==> src/rtl/fb_pkg.sv <==
// Shared frame buffer constants and types used by the write scheduler and the frame buffer.
package fb_pkg;

  localparam int PIXEL_W    = 4;
  localparam int ADDR_W     = 17;
  localparam int NUM_PIXELS = 76800;

  typedef enum logic {
    ST_ARB   = 1'b0,
    ST_CLEAR = 1'b1
  } fb_sched_state_t;

  typedef struct packed {
    logic               we;
    logic [ADDR_W-1:0]  addr;
    logic [PIXEL_W-1:0] pixel;
  } fb_write_t;

endpackage

==> src/rtl/fb_rr_arbiter.sv <==
// Two-way round-robin grant; last_grant resets to port 1 so port 0 wins the first contention.
module fb_rr_arbiter (
  input  logic       clk,
  input  logic       rst_n,
  input  logic [1:0] valid,
  input  logic       advance,
  output logic [1:0] grant
);

  logic last_grant_q, last_grant_d;

  always_comb begin
    if (valid == 2'b11) begin
      grant = last_grant_q ? 2'b01 : 2'b10;
    end else begin
      grant = valid;
    end
    // grant is one-hot whenever a transfer happens, so bit 1 names the winner
    last_grant_d = advance ? grant[1] : last_grant_q;
  end

  always_ff @(posedge clk or negedge rst_n) begin
    if (!rst_n) begin
      last_grant_q <= 1'b1;
    end else begin
      last_grant_q <= last_grant_d;
    end
  end

endmodule

==> src/rtl/fb_write_scheduler.sv <==
// Frame buffer write-port scheduler: round-robin between two requesters plus a full-screen clear.
// Optional FB_SCHED_OOR_COUNT_EN adds a saturating out-of-range request counter output.
module fb_write_scheduler #(
  parameter int PIXEL_W    = fb_pkg::PIXEL_W,
  parameter int ADDR_W     = fb_pkg::ADDR_W,
  parameter int NUM_PIXELS = fb_pkg::NUM_PIXELS
) (
  input  logic               gpu_clk,
  input  logic               gpu_rst_n,
  input  logic               clear_start,
  input  logic [PIXEL_W-1:0] clear_color,
  output logic               clear_busy,
  output logic               clear_done,
  input  logic               req0_valid,
  output logic               req0_ready,
  input  logic [ADDR_W-1:0]  req0_addr,
  input  logic [PIXEL_W-1:0] req0_pixel,
  input  logic               req1_valid,
  output logic               req1_ready,
  input  logic [ADDR_W-1:0]  req1_addr,
  input  logic [PIXEL_W-1:0] req1_pixel,
  output logic               fb_we,
  output logic [ADDR_W-1:0]  fb_addr,
  output logic [PIXEL_W-1:0] fb_pixel
`ifdef FB_SCHED_OOR_COUNT_EN
  ,
  output logic [15:0]        oor_count
`endif
);
  import fb_pkg::*;

  localparam logic [ADDR_W-1:0] LAST_ADDR = ADDR_W'(NUM_PIXELS - 1);

  fb_sched_state_t    state_q, state_d;
  logic [ADDR_W-1:0]  cnt_q, cnt_d;
  logic [PIXEL_W-1:0] color_q, color_d;
  logic               we_q, we_d;
  logic [ADDR_W-1:0]  addr_q, addr_d;
  logic [PIXEL_W-1:0] pixel_q, pixel_d;
  logic               done_q, done_d;

  logic [1:0]         valid, grant, xfer;
  logic               arb_en;
  logic [ADDR_W-1:0]  sel_addr;
  logic [PIXEL_W-1:0] sel_pixel;
  logic               sel_oor;

  assign valid = {req1_valid, req0_valid};

  fb_rr_arbiter u_arb (
    .clk     (gpu_clk),
    .rst_n   (gpu_rst_n),
    .valid   (valid),
    .advance (|xfer),
    .grant   (grant)
  );

  always_ff @(posedge gpu_clk or negedge gpu_rst_n) begin
    if (!gpu_rst_n) begin
      state_q <= ST_ARB;
    end else begin
      state_q <= state_d;
    end
  end

  always_comb begin
    state_d = state_q;
    case (state_q)
      ST_ARB:   if (clear_start) state_d = ST_CLEAR;
      ST_CLEAR: if (cnt_q == LAST_ADDR) state_d = ST_ARB;
      default:  state_d = ST_ARB;
    endcase
  end

  // clear_start steals the cycle it arrives in, so no requester is granted then
  always_comb begin
    arb_en     = (state_q == ST_ARB) && !clear_start;
    xfer       = arb_en ? (valid & grant) : 2'b00;
    clear_busy = (state_q == ST_CLEAR);
  end

  assign req0_ready = xfer[0];
  assign req1_ready = xfer[1];

  always_comb begin
    sel_addr  = xfer[1] ? req1_addr  : req0_addr;
    sel_pixel = xfer[1] ? req1_pixel : req0_pixel;
    sel_oor   = (sel_addr > LAST_ADDR);
    cnt_d     = cnt_q;
    color_d   = color_q;
    we_d      = 1'b0;
    addr_d    = addr_q;
    pixel_d   = pixel_q;
    done_d    = 1'b0;
    if (state_q == ST_CLEAR) begin
      we_d    = 1'b1;
      addr_d  = cnt_q;
      pixel_d = color_q;
      cnt_d   = cnt_q + ADDR_W'(1);
      done_d  = (cnt_q == LAST_ADDR);
    end else if (clear_start) begin
      cnt_d   = '0;
      color_d = clear_color;
    end else if ((|xfer) && !sel_oor) begin
      we_d    = 1'b1;
      addr_d  = sel_addr;
      pixel_d = sel_pixel;
    end
  end

  always_ff @(posedge gpu_clk or negedge gpu_rst_n) begin
    if (!gpu_rst_n) begin
      cnt_q   <= '0;
      color_q <= '0;
      we_q    <= 1'b0;
      addr_q  <= '0;
      pixel_q <= '0;
      done_q  <= 1'b0;
    end else begin
      cnt_q   <= cnt_d;
      color_q <= color_d;
      we_q    <= we_d;
      addr_q  <= addr_d;
      pixel_q <= pixel_d;
      done_q  <= done_d;
    end
  end

  assign fb_we      = we_q;
  assign fb_addr    = addr_q;
  assign fb_pixel   = pixel_q;
  assign clear_done = done_q;

`ifdef FB_SCHED_OOR_COUNT_EN
  logic [15:0] oor_q, oor_d;

  always_comb begin
    oor_d = oor_q;
    if ((|xfer) && sel_oor && (oor_q != 16'hFFFF)) oor_d = oor_q + 16'd1;
  end

  always_ff @(posedge gpu_clk or negedge gpu_rst_n) begin
    if (!gpu_rst_n) begin
      oor_q <= '0;
    end else begin
      oor_q <= oor_d;
    end
  end

  assign oor_count = oor_q;
`endif

endmodule

==> config.mk <==
export PLATFORM = sky130hd
export DESIGN_NAME = fb_write_scheduler
export DESIGN_NICKNAME = d
export VERILOG_FILES = /design/src/rtl/fb_pkg.sv /design/src/rtl/fb_rr_arbiter.sv /design/src/rtl/fb_write_scheduler.sv
export SDC_FILE = /design/constraint.sdc
export NUM_CORES = 1
export LEC_CHECK = 0
export BUFFER_PORTS_ARGS = -buffer_cell sky130_fd_sc_hd__buf_4
export CAP_MARGIN = 20
export CORE_MARGIN = 2
export CORE_UTILIZATION = 46
export CTS_CLUSTER_DIAMETER = 200
export DETAILED_ROUTE_END_ITERATION = 16
export PLACE_DENSITY_LB_ADDON = 0.05
export SETUP_SLACK_MARGIN = 0.3
export SLEW_MARGIN = 20
export SYNTH_ARGS = -nofsm -noshare
export SYNTH_HDL_FRONTEND = slang
export SYNTH_SLANG_ARGS = --single-unit
export TNS_END_PERCENT = 10
==> constraint.sdc <==
create_clock -name gpu_clk -period 1.5 [get_ports gpu_clk]
set_input_delay 0.15 -clock gpu_clk [delete_from_list [all_inputs] [get_ports gpu_clk]]
set_output_delay 0.15 -clock gpu_clk [all_outputs]
set_load 0.005 [all_outputs]
==> results.yml, run 1 <==
power_and_ir_drop:
  peakVddDrop_v: 0.000607
  power_density_nw_per_um2: 1040
  power_mw: 3.98
  power_leakage_nw: 1.88
global_route:
  grt_pass1_wl_mm: 11.1
  grt_max_degree: 47
  grt_pass1_vias: 2301
  antenna_found_initial: 0
  track_usage: 0.227
  grt_overflow_total: 0
worst_setup_path:
  slowest_delay_ns: 0.44
  r2r_slack_ns: -0.13
  critPathBufInv: 1
  critPathKind: "reg2reg"
  cp.depth: 6
  rr_endpoint: "fb_addr[15]"
  r2r_cells: 6
  slowest_stage: "dfrtp_2"
  cp.arrival_ns: 1.84
  crit_chain: "nor2_4 > nand3_4 > mux2i_4 > buf_12 > and3_1 > o31ai_2"
  start_kind: "flop"
  cp_max_fo: 31
  crit_family: "simple AND/OR/NAND/NOR gates"
  end_kind: "flop"
  reg2reg_from: "clear_busy"
  cp.required_ns: 1.71
timing:
  tightest_slew_ns: 0.604
  maxSlewViolCount: 0
  finClkSkew_ns: 0.00504
  setup_violations: 24
  timing.hold.ws_ns: 0.0354
  maxSlewHeadroom: 0.597
  finalHoldViolCount: 0
  rsz0062_at_grt: "yes"
  fmax_mhz: 614
  fin_crit_sh: 1.09
  min_period_ns: 1.63
  postLayoutSetupSlackWorst_ns: -0.128
clock_network:
  htree_levels: 2
  cts_buffer_depth: 2
  clk_pin_slew_ns: 0.09
  cts_root_buf: "clkbuf_8"
  cts_inserted_buffers: 5
  cts.sinks: 46
  tritoncts: "yes"
  clk_latency_ns: 0.30
detailed_routing:
  dr.pass1.iters: 4
  final_antenna_net_count: 0
  drtIter0Drc: 92
  finalWirelength_mm: 7.03
  viasPerCell: 5.38
  dr_total_vias: 2475
  drc: 0
  wl_per_cell_um: 15.3
min_path:
  hp-class: "in2reg"
  whs_endpoint: "color_q[1]"
  whs_path_depth: 3
  hp-start: "clear_color[1]"
yosys:
  yosys.area.top_type: "dfrtp_1"
  synth_top_area_frac: 0.440
  ys_warn_count: 0
  synth_cell_types: 41
  synth_ff_type: "dfrtp_1"
  synth_most_common_cell: "nand2_1"
  synth-edff-count: 0
  async_reset_ff_frac: 1.00
  synth_area_leaders: "dfrtp_1, nand2_1, o31ai_2"
  ys_seq_area_frac: 0.450
  syn_nets: 334
  synthesis.area_sq_um: 2560
  synth-seq-cells: 46
  syn_avg_cell_area_sq_um: 9.08
  synth_common_cells: "nand2_1, dfrtp_1, and3_1, nor2_1, o31ai_2"
  synth_cells: 282
floorplan:
  die_y_um: 78.6
  initial_core_util: 0.471
  ioPinCount: 77
  fp.dieW_um: 78.6
  die_area_sq_um: 6180
  coreArea_sq_um: 5440
  core.rowCount: 27
place:
  dp.cells: 447
  place_congestion: 0.847
  place_area_sq_um: 3410
  dp_hpwl_mm: 4.88
  dp_slack_ns: -0.127
  io_buffers: 76
status:
  violations: "setup timing"
  status: "finished, violations left"
layout:
  final_layout_size_suffix_gt1_frac: 0.469
  antenna_cells: 0
  final_area_sq_um: 3830
  ff_latch_area_sq_um: 1150
  syn2layout_area_growth_pct: 49.6
  fin_nets: 439
  fillers: 439
  final_cells: 460
  multi_input_area_sq_um: 1550
job:
  drv_cap: 0
-- kinds of logic (layout without fill, tap and decap cells) --
| family | Yosys count | after routing | share of synthesized area |
|---|---|---|---|
| AO/OA/AOI/OAI | 50 | 50 | 0.183 |
| multiplexers | 3 | 3 | 0.0166 |
| buffers and inverters | 19 | 125 | 0.0357 |
| XOR/XNOR | 11 | 11 | 0.0376 |
| AND/OR/NAND/NOR | 152 | 152 | 0.272 |
| adder cells (fa/ha/maj) | 1 | 1 | 0.00489 |
| flip-flops | 46 | 46 | 0.450 |
-- cell usage in the layout (no fill, tap or decap), types with 2 or more instances in the layout --
cell type    n
a211oi_1     2
a21o_1       2
a21oi_1      2
a22o_1      12
and3_1      14
and3_4      10
buf_4      102
buf_6       11
clkbuf_8     5
dfrtp_1     44
mux2i_1      2
nand2_1     76
nand2_2      3
nand2_4      2
nand3_1      3
nand3_2      2
nand3_4      3
nand4_1      3
nor2_1      20
nor2_4       4
nor2b_1      2
nor3_1       3
o21ai_0      2
o31ai_1      3
o31ai_2     17
o41ai_2      2
xnor2_1      3
xnor2_2      4
xor2_1       4
-- flip-flops by register name (all words and copies together), names as in the netlist --
name                count
fb_we                   1
color_q                 4
cnt_q                  17
fb_pixel                4
u_arb.last_grant_q      1
clear_busy              1
clear_done              1
fb_addr                17
-- area by class of cell --
| type | instances | share of cell area |
|---|---|---|
| flip-flops and latches | 46 | 0.301 |
| clock buffers | 5 | 0.0180 |
| well taps | 72 | 0.0235 |
| clock inverters | 3 | 0.0114 |
| repair buffers | 115 | 0.240 |
| multi-input cells | 217 | 0.404 |
| inverters | 2 | 0.00196 |
-- power breakdown --
group / switching [mW] / internal, mW / leakage [nW] / total [mW]
clock: 0.445 / 0.500 / 0.0585 / 0.945
combinational: 0.639 / 0.761 / 1.25 / 1.40
sequential: 0.172 / 1.47 / 0.573 / 1.64
-- worst reg2reg max path: cells and delay by family, from the launching register on --
family                 cells  cell delay (ns)
AOI/OAI and AO/OA          1             0.21
muxes                      1             0.22
DFF                        1             0.44
and+or+nand+nor            3             0.49
buffers and inverters      1             0.18
-- layer usage --
metal | up-vias | GRT usage | routed length, um
met5 | - | 0 | 0
met1 | 1197 | 0.340 | 3280
met3 | 8 | 0.0379 | 303
met2 | 70 | 0.344 | 3400
li1 | 1200 | - | -
met4 | 0 | 0.0526 | 50
-- timing repair --
item | 4_1_cts | 5_1_grt
setup buffers | 3 | 1
endpoints found under the hold margin | 45 | 0
hold buffers | 1 | 0
resized for setup | 30 | 29
setup endpoints to repair | 45 | 49
pin swaps | 25 | 31
-- stage by stage --
step | util | TNS [ns]
floorplan | - | -1.51
detailed placement | 0.626 | -2.08
finish | 0.704 | -2.30
global route | 0.704 | -4.83
global placement | 0.626 | -1.48
CTS | 0.676 | -2.03
-- worst max-delay path by stage --
stage / to / slack (ns) / start
final: fb_addr[15] / -0.13 / clear_busy
after global routing: fb_addr[13] / -0.23 / clear_busy
after CTS: fb_addr[5] / -0.11 / clear_busy
after detailed placement: fb_addr[16] / -0.13 / clear_busy
after global placement: fb_addr[16] / -0.11 / clear_busy
after floorplan: fb_addr[10] / -0.08 / clear_busy
Note: power is estimated with default switching activity, not from simulation.
==> run 2: changes to the inputs <==
Settings changed: CORE_ASPECT_RATIO set to 1.2.
==> run 2 against run 1 <==
Compared with the run above: the run still ends with setup timing left; routed wire length increased by 1.4%; clock skew is 0.0018 ns lower; critical endpoint is now fb_addr[8]; worst setup slack about the same; count of clock-buffer cells in the layout grew 2; global-route usage rose by 1.2 points.
==> results.yml, run 2 (synthesized netlist as in run 1, its figures left out) <==
floorplan:
  core.rowCount: 29
  die_y_um: 85.7
  coreArea_sq_um: 5330
  die_area_sq_um: 6180
  initial_core_util: 0.480
  ioPinCount: 77
  fp.dieW_um: 72.1
timing:
  rsz0062_at_grt: "yes"
  tightest_slew_ns: 0.600
  maxSlewViolCount: 0
  finClkSkew_ns: 0.00326
  finalHoldViolCount: 0
  postLayoutSetupSlackWorst_ns: -0.128
  fmax_mhz: 614
  timing.hold.ws_ns: 0.0350
  min_period_ns: 1.63
  fin_crit_sh: 1.09
  maxSlewHeadroom: 0.600
  setup_violations: 23
detailed_routing:
  wl_per_cell_um: 16.0
  finalWirelength_mm: 7.13
  drc: 0
  dr_total_vias: 2470
  viasPerCell: 5.53
  dr.pass1.iters: 4
  drtIter0Drc: 175
  final_antenna_net_count: 0
worst_setup_path:
  cp.arrival_ns: 1.85
  critPathKind: "reg2reg"
  slowest_delay_ns: 0.43
  crit_chain: "nor2_4 > nand3_4 > inv_2 > buf_6 > buf_12 > nand2_1 > and3_4 > o31ai_4"
  cp.required_ns: 1.72
  r2r_cells: 8
  slowest_stage: "dfrtp_2"
  end_kind: "flop"
  cp_max_fo: 10
  start_kind: "flop"
  crit_family: "simple AND/OR/NAND/NOR gates"
  cp.depth: 8
  critPathBufInv: 3
global_route:
  grt_overflow_total: 0
  grt_pass1_vias: 2431
  grt_pass1_wl_mm: 11.6
  antenna_found_initial: 0
  grt_max_degree: 47
  track_usage: 0.239
min_path:
  whs_path_depth: 3
  hp-class: "in2reg"
clock_network:
  htree_levels: 2
  cts_buffer_depth: 2
  clk_pin_slew_ns: 0.09
  clk_latency_ns: 0.30
  cts_root_buf: "clkbuf_8"
  cts_inserted_buffers: 5
  tritoncts: "yes"
  cts.sinks: 46
power_and_ir_drop:
  peakVddDrop_v: 0.000563
  power_density_nw_per_um2: 1010
  power_leakage_nw: 1.86
  power_mw: 3.86
job:
  drv_cap: 0
layout:
  fin_nets: 436
  syn2layout_area_growth_pct: 49.8
  fillers: 422
  final_cell_mix: "buf_4, nand2_1, dfrtp_1"
  antenna_cells: 0
  final_layout_size_suffix_gt1_frac: 0.465
  final_common_cell: "buf_4"
place:
  dp_slack_ns: -0.130
  io_buffers: 76
  dp_hpwl_mm: 5.09
  place_congestion: 0.862
status:
  violations: "setup timing"
  status: "finished, violations left"
run 2: final cells by class:
class | count | area (sq um) | area share
timing repair buffer | 112 | 951 | 0.248
clock inverter | 1 | 5.00 | 0.00131
inverter | 2 | 7.51 | 0.00196
tap | 62 | 77.6 | 0.0202
multi-input combinational | 217 | 1550 | 0.405
sequential | 46 | 1150 | 0.301
clock buffer | 7 | 86.3 | 0.0225
run 2: metrics by stage:
| stage | cell area, sq um | utilization | cells | setup TNS, ns |
|---|---|---|---|---|
| after floorplan | 2570 | - | 282 | -1.51 |
| after global placement | 3390 | 0.635 | 436 | -1.05 |
| after detailed placement | 3390 | 0.635 | 436 | -2.23 |
| after CTS | 3700 | 0.693 | 447 | -2.21 |
| after global routing | 3830 | 0.719 | 447 | -4.07 |
| final | 3830 | 0.719 | 447 | -2.28 |
run 2: tightest hold or removal path, stage by stage:
cell and delay (ns):
buf_4 0.07, nand2_1 0.04, nand2_1 0.05
run 2: path summary, 6_finish.rpt:
kind | endpoint | slack, ns | start
max in group asynchronous | clear_busy | 0.67 | gpu_rst_n
setup reg to reg | fb_addr[8] | -0.13 | clear_busy
hold / removal | color_q[0] | 0.03 | clear_color[0]
min in group asynchronous | cnt_q[3] | 0.39 | gpu_rst_n
hold reg to reg | color_q[3] | 0.49 | color_q[3]
setup / recovery | fb_addr[8] | -0.13 | clear_busy
run 2: per-layer routing:
metal | share of wire | vias to the layer above | routed length [um] | GRT usage
met5 | 0 | - | 0 | 0
met4 | 0.014 | 0 | 99 | 0.0806
met3 | 0.055 | 7 | 390 | 0.0458
met2 | 0.49 | 60 | 3520 | 0.380
met1 | 0.44 | 1217 | 3130 | 0.325
li1 | - | 1186 | - | -
run 2: report_power, final:
| group | switching, mW | internal [mW] | total [mW] |
|---|---|---|---|
| sequential | 0.212 | 1.47 | 1.68 |
| clock | 0.431 | 0.373 | 0.804 |
| combinational | 0.611 | 0.759 | 1.37 |
| total | 1.25 | 2.60 | 3.86 |
run 2: timing repair:
item                                    4_1_cts  5_1_grt
gates resized for setup                      42       30
pin swaps                                    29       29
endpoints found under the hold margin        45        0
endpoints found under the setup margin       46       49
hold buffers                                  1        0
setup buffers                                 2        0
